<file path="src/rtl/kc_ls1u_intc.sv">
// Eight-source interrupt controller with a memory-mapped register window.
// Sources are synchronized, latched per edge/level mode, prioritised (bit 0 highest) and claimed/EOI'd by the CPU.
module kc_ls1u_intc #(
  parameter logic [23:0] BASE_ADDR  = 24'hFF_FF00,
  parameter logic [23:0] IVEC_RESET = 24'hFF_0000
) (
  input  logic        clk,
  input  logic        rst,
  input  logic [7:0]  irq_src,
  input  logic [23:0] daddr,
  input  logic        dwrite,
  input  logic [7:0]  wdata,
  output logic [7:0]  rdata,
  output logic        sel,
  output logic        INT,
  output logic [23:0] IVEC_addr,
  output logic [2:0]  INTCODE
);

  logic [7:0]  s1_q, s2_q, s3_q;
  logic [7:0]  pend_q, pend_d;
  logic [7:0]  en_q, edge_q;
  logic [7:0]  insvc_q, insvc_d;
  logic [23:0] ivec_q;
  logic        int_q;

  logic [3:0]  off;
  logic        wr;
  logic        active;
  logic [2:0]  code;
  logic        claim_go;
  logic [7:0]  claim_mask, w1c_mask, rise;

  assign sel      = (daddr[23:4] == BASE_ADDR[23:4]);
  assign off      = daddr[3:0];
  assign wr       = dwrite & sel;
  assign active   = |(pend_q & en_q);
  assign rise     = s2_q & ~s3_q;
  assign claim_go = wr && (off == 4'h3) && active;
  assign w1c_mask = (wr && (off == 4'h0)) ? wdata : 8'h00;

  // Descending scan leaves the lowest enabled pending index in code.
  always_comb begin
    code = 3'd0;
    for (int i = 7; i >= 0; i--) begin
      if (pend_q[i] & en_q[i]) code = 3'(i);
    end
  end

  always_comb begin
    claim_mask = 8'h00;
    if (claim_go) claim_mask[code] = 1'b1;
  end

  // Edge bits: a new edge beats any same-cycle clear. Level bits just follow the synchronizer.
  assign pend_d = (edge_q & (rise | (pend_q & ~(w1c_mask | claim_mask))))
                | (~edge_q & s2_q);

  always_comb begin
    insvc_d = insvc_q;
    if (claim_go) insvc_d[code] = 1'b1;
    if (wr && (off == 4'h4)) insvc_d[wdata[2:0]] = 1'b0;
  end

  always_ff @(posedge clk) begin
    if (rst) begin
      s1_q    <= 8'h00;
      s2_q    <= 8'h00;
      s3_q    <= 8'h00;
      pend_q  <= 8'h00;
      en_q    <= 8'h00;
      edge_q  <= 8'h00;
      insvc_q <= 8'h00;
      ivec_q  <= IVEC_RESET;
      int_q   <= 1'b0;
    end else begin
      s1_q    <= irq_src;
      s2_q    <= s1_q;
      s3_q    <= s2_q;
      pend_q  <= pend_d;
      insvc_q <= insvc_d;
      int_q   <= active & ~(|insvc_q);
      if (wr) begin
        case (off)
          4'h1:    en_q          <= wdata;
          4'h2:    edge_q        <= wdata;
          4'h5:    ivec_q[7:0]   <= wdata;
          4'h6:    ivec_q[15:8]  <= wdata;
          4'h7:    ivec_q[23:16] <= wdata;
          default: ;
        endcase
      end
    end
  end

  always_comb begin
    rdata = 8'h00;
    case (off)
      4'h0:    rdata = pend_q;
      4'h1:    rdata = en_q;
      4'h2:    rdata = edge_q;
      4'h3:    rdata = {active, 4'b0000, code};
      4'h5:    rdata = ivec_q[7:0];
      4'h6:    rdata = ivec_q[15:8];
      4'h7:    rdata = ivec_q[23:16];
      4'h8:    rdata = insvc_q;
      default: rdata = 8'h00;
    endcase
  end

  assign INT       = int_q;
  assign IVEC_addr = ivec_q;
  assign INTCODE   = code;

endmodule

</file>
<file path="config.mk">
export PLATFORM = sky130hd
export DESIGN_NAME = kc_ls1u_intc
export DESIGN_NICKNAME = d
export VERILOG_FILES = /design/src/rtl/kc_ls1u_intc.sv
export SDC_FILE = /design/constraint.sdc
export NUM_CORES = 1
export LEC_CHECK = 0
export BUFFER_PORTS_ARGS = -buffer_cell sky130_fd_sc_hd__buf_2
export CAP_MARGIN = 20
export CORE_ASPECT_RATIO = 1.1
export CORE_MARGIN = 1.5
export CORE_UTILIZATION = 54
export DETAILED_ROUTE_END_ITERATION = 6
export PLACE_DENSITY_LB_ADDON = 0.05
export SETUP_SLACK_MARGIN = 0.1
export SYNTH_ARGS = -nofsm -noshare
export SYNTH_HDL_FRONTEND = slang
export SYNTH_SLANG_ARGS = --single-unit
</file>
<file path="constraint.sdc">
create_clock -name clk -period 2.25 [get_ports clk]
set_input_delay 0.45 -clock clk [delete_from_list [all_inputs] [get_ports clk]]
set_output_delay 0.45 -clock clk [all_outputs]
set_load 0.01 [all_outputs]
</file>
; Yosys cells after proc, flatten, opt, wreduce, memory -nomap -nowiden
; Index checks and enable logic that the tools add are counted.
[word_totals]
reg_bits = 81
inputBits = 43
wordCells = 80
[op_classes]
n_lt_le_gt_ge = 4
n_eq_ne = 9
muxes = 17
bitwise_logic = 25
reduce_logical = 14
[ops]
columns = op, count
row1 = case mux 8 bit (8 select lines), 1
row2 = AND 8 bit, 6
row3 = 2-to-1 mux 8 bit, 4
row4 = inverter 8 bit, 4
row5 = bitwise OR 8 bit, 4
row6 = 2-to-1 mux 3 bit, 8
row7 = == test 20 bit (second input constant), 1
row8 = == test 4 x 3 -> 1 bit (second input constant), 4
row9 = OR reduction 8 bit, 2
row10 = AND 1 bit, 10
row11 = AND reduction 2 bit, 5
row12 = == test 4 x 2 -> 1 bit (second input constant), 2
row13 = < comparator 3 x 4 -> 1 bit (second input constant), 2
row14 = demux 1 bit (select 3 bit), 2
row15 = >= comparator 3 x 1 -> 1 bit (second input constant), 2
row16 = logical AND 1 bit, 6
row17 = == test 4 x 1 -> 1 bit (second input constant), 1
row18 = == test 4 bit (second input constant), 1
row19 = logical NOT 4 bit, 1
row20 = 2-to-1 mux 1 bit, 2
row21 = inverter 1 bit, 1

; Depth between registers and ports, before layout
[logic_depth]
ltp_word = 20
depth_mapped = 8
ltp_nobuf = 5

; Worst setup path before layout
; Ideal clock, no wire load.
[synth_path]
path_type = input to output
startpoint = in daddr[0]
endpoint = out rdata[0]
t_arrival_ps = 1705
t_required_ps = 1800
slack_ps = 95
stages = 5
cell_sequence = buf_2 -> buf_1 -> mux2_2 -> a221oi_1 -> nand3_1
[synth_between]
elab_chain_len = 2
elab_cells_between_ends = 9
classes_between = 7 x eq/ne / 1 x mux / 1 x reduce/logical
[synth_rtl]
columns = item, line_no
row1 = "start, declared", 10  ; input logic [23:0] daddr,
row2 = == test 4 bit (tied with other cells), 98  ; case (off)
row3 = case mux 8 bit (8 select lines) (*), 98
row4 = "end, declared", 13  ; output logic [7:0] rdata,
; Every way passes the cells marked *; elsewhere a longest branch is shown, timed or not.

; Final worst setup path
[layout_path]
startpoint = reg en_q[3]
endpoint = out rdata[7]
[layout_between]
elab_chain_len = 3
[layout_rtl]
columns = item, line_no
row1 = "start, declared", 22  ; logic [7:0] en_q, edge_q;
row2 = "start signal, assigned", 85  ; 4'h1: en_q <= wdata;
row3 = AND 8 bit, 37  ; assign active = |(pend_q & en_q);
row4 = OR reduction 8 bit, 37
row5 = case mux 8 bit (8 select lines), 98
; Every way passes these cells.

==> parameters.txt <==
Parameter                              Value

Floorplanning
  CORE AREA    6594 um^2
  Die Width    81.87 um
  I/O pins    80
  FP Rows    31
  Initial Utilization    56.03%
  Height of the chip    89.76 um
  Die area    7348 um^2

Placed design
  Detail Placement HPWL    7138 um
  RD Place Congestion    0.9296
  Area of placed instances    4290 um^2
  IO Port Bufs    79

Global route
  Pin count of the biggest net entering global routing    55
  First-pass GRT wire length    15520 um
  Vias in the first global route    3107
  Gr ovfl total    0
  Global router's overall resource usage    27.36%
  Antenna violations before repair    0

Synth
  Post-Syn Instances    397
  Post-synth EDFFs    0
  Synth warn    0
  Synthesized-area fraction occupied by adder cells    0%
  Avg Cell Area, Syn    9.307 um^2
  Multiplexer share of the synthesized area    13.99%
  Dominant register cell in the synthesized netlist    dfxtp_1
  Area fraction in compound gates after synthesis    12.77%
  Post-synthesis cell type count    49
  Post-synthesis cell area    3695 um^2
  Share of the synthesized netlist area taken by xor and xnor gates    0%
  Number of nets in the synthesized netlist    440
  Number of flip-flops and latches in the synthesized netlist    81
  Simple-gate share of the synthesized area    25.87%
  Share of synthesized area occupied by flip-flops and latches    43.89%
  Main combinational cell family by area after synthesis    simple AND/OR/NAND/NOR gates
  Post-synth ARST share    0%

Setup path
  Critical path capture point type    output port
  Critical path startpoint category    register
  WP buf/inv    1
  Crit path max fanout    4
  Top Family by Delay on Critical Path    compound AO/OA/AOI/OAI gates
  Delay of the slowest cell on the worst path    0.36 ns
  Crit-path cells    a22oi_2 > nand3_2 > o21ai_2 > o211ai_1 > a31o_2 > buf_6
  Cell with the largest stage delay on the worst path    dfxtp_4
  Critical path class    reg2out
  WP data arrival    1.69 ns
  Critical path data required time    1.80 ns

Power and ir drop
  Leakage component of the power    2.120 nW
  Worst IR Drop VDD    0.0004271 V
  Power density over the cells    579.8 nW/um^2
  Power Total    2.675 mW

STA
  Number of pins exceeding their max-slew limit in the final report    0
  Clock skew    0.01031 ns
  Final setup vio count    0
  Final critical-path share of the clock period    95.22%
  Final total negative setup slack    0 ns
  Final min period    2.142 ns
  Number of hold-slack violations in the final timing report    0
  Highest Clock Rate    0.4668 GHz
  Max-slew headroom    64.65%
  Transition time of the tightest slew-check pin    0.5297 ns
  RSZ-0062 raised after global routing    true

Finish
  Fraction of final layout cells sized beyond drive strength 1    32.60%
  Seq. cell area    1634 um^2
  Net count of the finished layout    538
  Area growth from synthesis to layout    24.89%
  Total inserted antenna cells    0
  Number of inserted filler cells in the final layout    566
  Non-Filler Cell Area, Final    4614 um^2
  Total area of multi-input combinational cells    1997 um^2

Flow run
  Max-capacitance violation count    0

Clocking
  Number of buffers inserted for hold repair after clock tree synthesis    0
  Clock tree from TritonCTS    yes
  Buffer type at the clock tree root    clkbuf_8
  Clock-pin transition on the worst setup and hold timing paths    0.08 ns
  H-Tree Level Count    3
  Clock latency on the worst-skew pair    0.35 ns
  TritonCTS Buffers    9
  Sinks on Clock Net    81
  Maximum number of buffers from clock root to sink    2

Route
  Post-Route WL    9855 um
  Via/cell ratio    5.837
  First drt pass iteration count    5
  First-iteration detailed-routing DRC count    188
  Average wire per standard cell    16.93 um
  Overall via count from detail_route    3397
  Remaining routing DRC violations    0
  Remaining antenna violation count    0

Hold path
  Class of the most critical hold timing path    in2reg

Run status
  Run status    complete, no violations
power by group:
part	total [mW]	switching [mW]	internal (mW)
clock	1.01	0.537	0.472
combinational	0.206	0.117	0.0888
sequential	1.46	0.00836	1.45
total	2.68	0.663	2.01
worst paths after layout:
| path | from | to | slack [ns] | depth (start not counted) |
|---|---|---|---|---|
| setup reg to reg | en_q[3] | insvc_q[5] | 0.55 | 7 |
| hold reg to reg | s1_q[7] | s2_q[7] | 0.44 | 1 |
| hold / removal | irq_src[7] | s1_q[7] | 0.30 | 2 |
| setup / recovery | en_q[3] | rdata[7] | 0.11 | 6 |
cell usage after synthesis (2+ instances only):
cell type  number  share of area, %
a22o_1          8               1.9
a22oi_1         8               1.6
buf_1           4              0.41
nor2b_1        29               4.9
nand2_1        45               4.6
inv_1           7              0.71
nor3_1          4              0.54
nor4_1          5              0.85
nor4_4          2               1.2
a31oi_1         4              0.68
nand3_1        11               1.5
mux2i_1        46                12
nor3b_1         2              0.41
nand3b_1        4              0.81
o211ai_1        3              0.61
and3_1          3              0.51
a211oi_1        9               1.8
mux2_2          5               1.5
nand4_1         6               1.0
nor2_1         42               4.3
clkbuf_1       12               1.2
buf_2           7              0.95
dfxtp_1        81                44
o21ai_1         2              0.27
a221oi_1       10               2.4
a21oi_1         8               1.1
nand4_2         4               1.4
and4_2          2              0.54
o21ai_0         4              0.54
cell usage in the layout (no fill, tap or decap), types with 2 or more instances in the layout:
cell type | netlist | routed
dfxtp_1 | 81 | 73
inv_1 | 7 | 7
dfxtp_2 | 0 | 7
nor3b_1 | 2 | 2
nor4_1 | 5 | 5
a22o_1 | 8 | 8
a211oi_1 | 9 | 9
and4_2 | 2 | 2
mux2_2 | 5 | 5
nand2_1 | 45 | 45
buf_4 | 1 | 32
a221oi_1 | 10 | 9
nor2_1 | 42 | 42
a31oi_1 | 4 | 4
buf_2 | 7 | 75
mux2i_1 | 46 | 46
a22oi_2 | 0 | 4
nand4_1 | 6 | 6
o211ai_1 | 3 | 3
buf_6 | 0 | 2
a22oi_1 | 8 | 4
clkbuf_8 | 0 | 11
nor3_1 | 4 | 4
nor4_4 | 2 | 2
nand3b_1 | 4 | 4
a21oi_1 | 8 | 7
o21ai_0 | 4 | 3
inv_6 | 0 | 2
o21ai_1 | 2 | 2
nor2b_1 | 29 | 29
nand3_1 | 11 | 10
and3_1 | 3 | 3
nand4_2 | 4 | 4
cell families after synthesis:
logic type,Yosys count
buf+inv,31
flops,81
simple gates,171
compound gates,63
mux,51
final cells by class:
cell class | instances | area share [%]
clock inverter | 4 | 0.7321
clock buffer | 12 | 3.362
multi-input combinational | 285 | 43.28
timing repair buffer | 111 | 14.43
inverter | 7 | 0.5694
tap | 82 | 2.223
sequential | 81 | 35.41
worst reg2reg max path: stages (launching register included):
cell and delay [ns]:
dfxtp_4 0.36, a22oi_2 0.24, nand3_2 0.14, buf_4 0.18, buf_4 0.13, nor2_1 0.14, nand3_1 0.13, a221oi_1 0.30
sequential cells by signal, summed over array words and instances (netlist names), 8 cells and up:
signal	cells
s1_q	8
pend_q	8
IVEC_addr	24
s3_q	8
en_q	8
edge_q	8
insvc_q	8
s2_q	8
timing repair:
item                       4_1_cts  5_1_grt
setup endpoints to repair        5        7
gates resized for setup         10       15
cloned                           0        0
setup buffers                    3        4
pin swaps                        3        6
per-layer routing:
metal | global-route usage (%) | part of all wire (%) | vias to the layer above
li1 | - | - | 1638
met1 | 37.85 | 46 | 1599
met2 | 42.08 | 46 | 138
met3 | 4.772 | 6.0 | 22
met4 | 10.17 | 2.4 | 0
met5 | 0 | 0 | -
metrics by stage:
| step | worst slack [ns] | hold WS [ns] | utilization, % | std cells |
|---|---|---|---|---|
| after floorplan | 0.1405 | 0.4138 | - | 397 |
| after global placement | 0.09539 | 0.4175 | 65.07 | 559 |
| after detailed placement | 0.03363 | 0.4256 | 65.07 | 559 |
| after CTS | 0.07513 | 0.2917 | 68.71 | 578 |
| after global routing | 0.02040 | 0.3053 | 69.98 | 582 |
| final | 0.1075 | 0.3046 | 69.98 | 582 |
No activity file was read; power rests on OpenSTA's default activity.
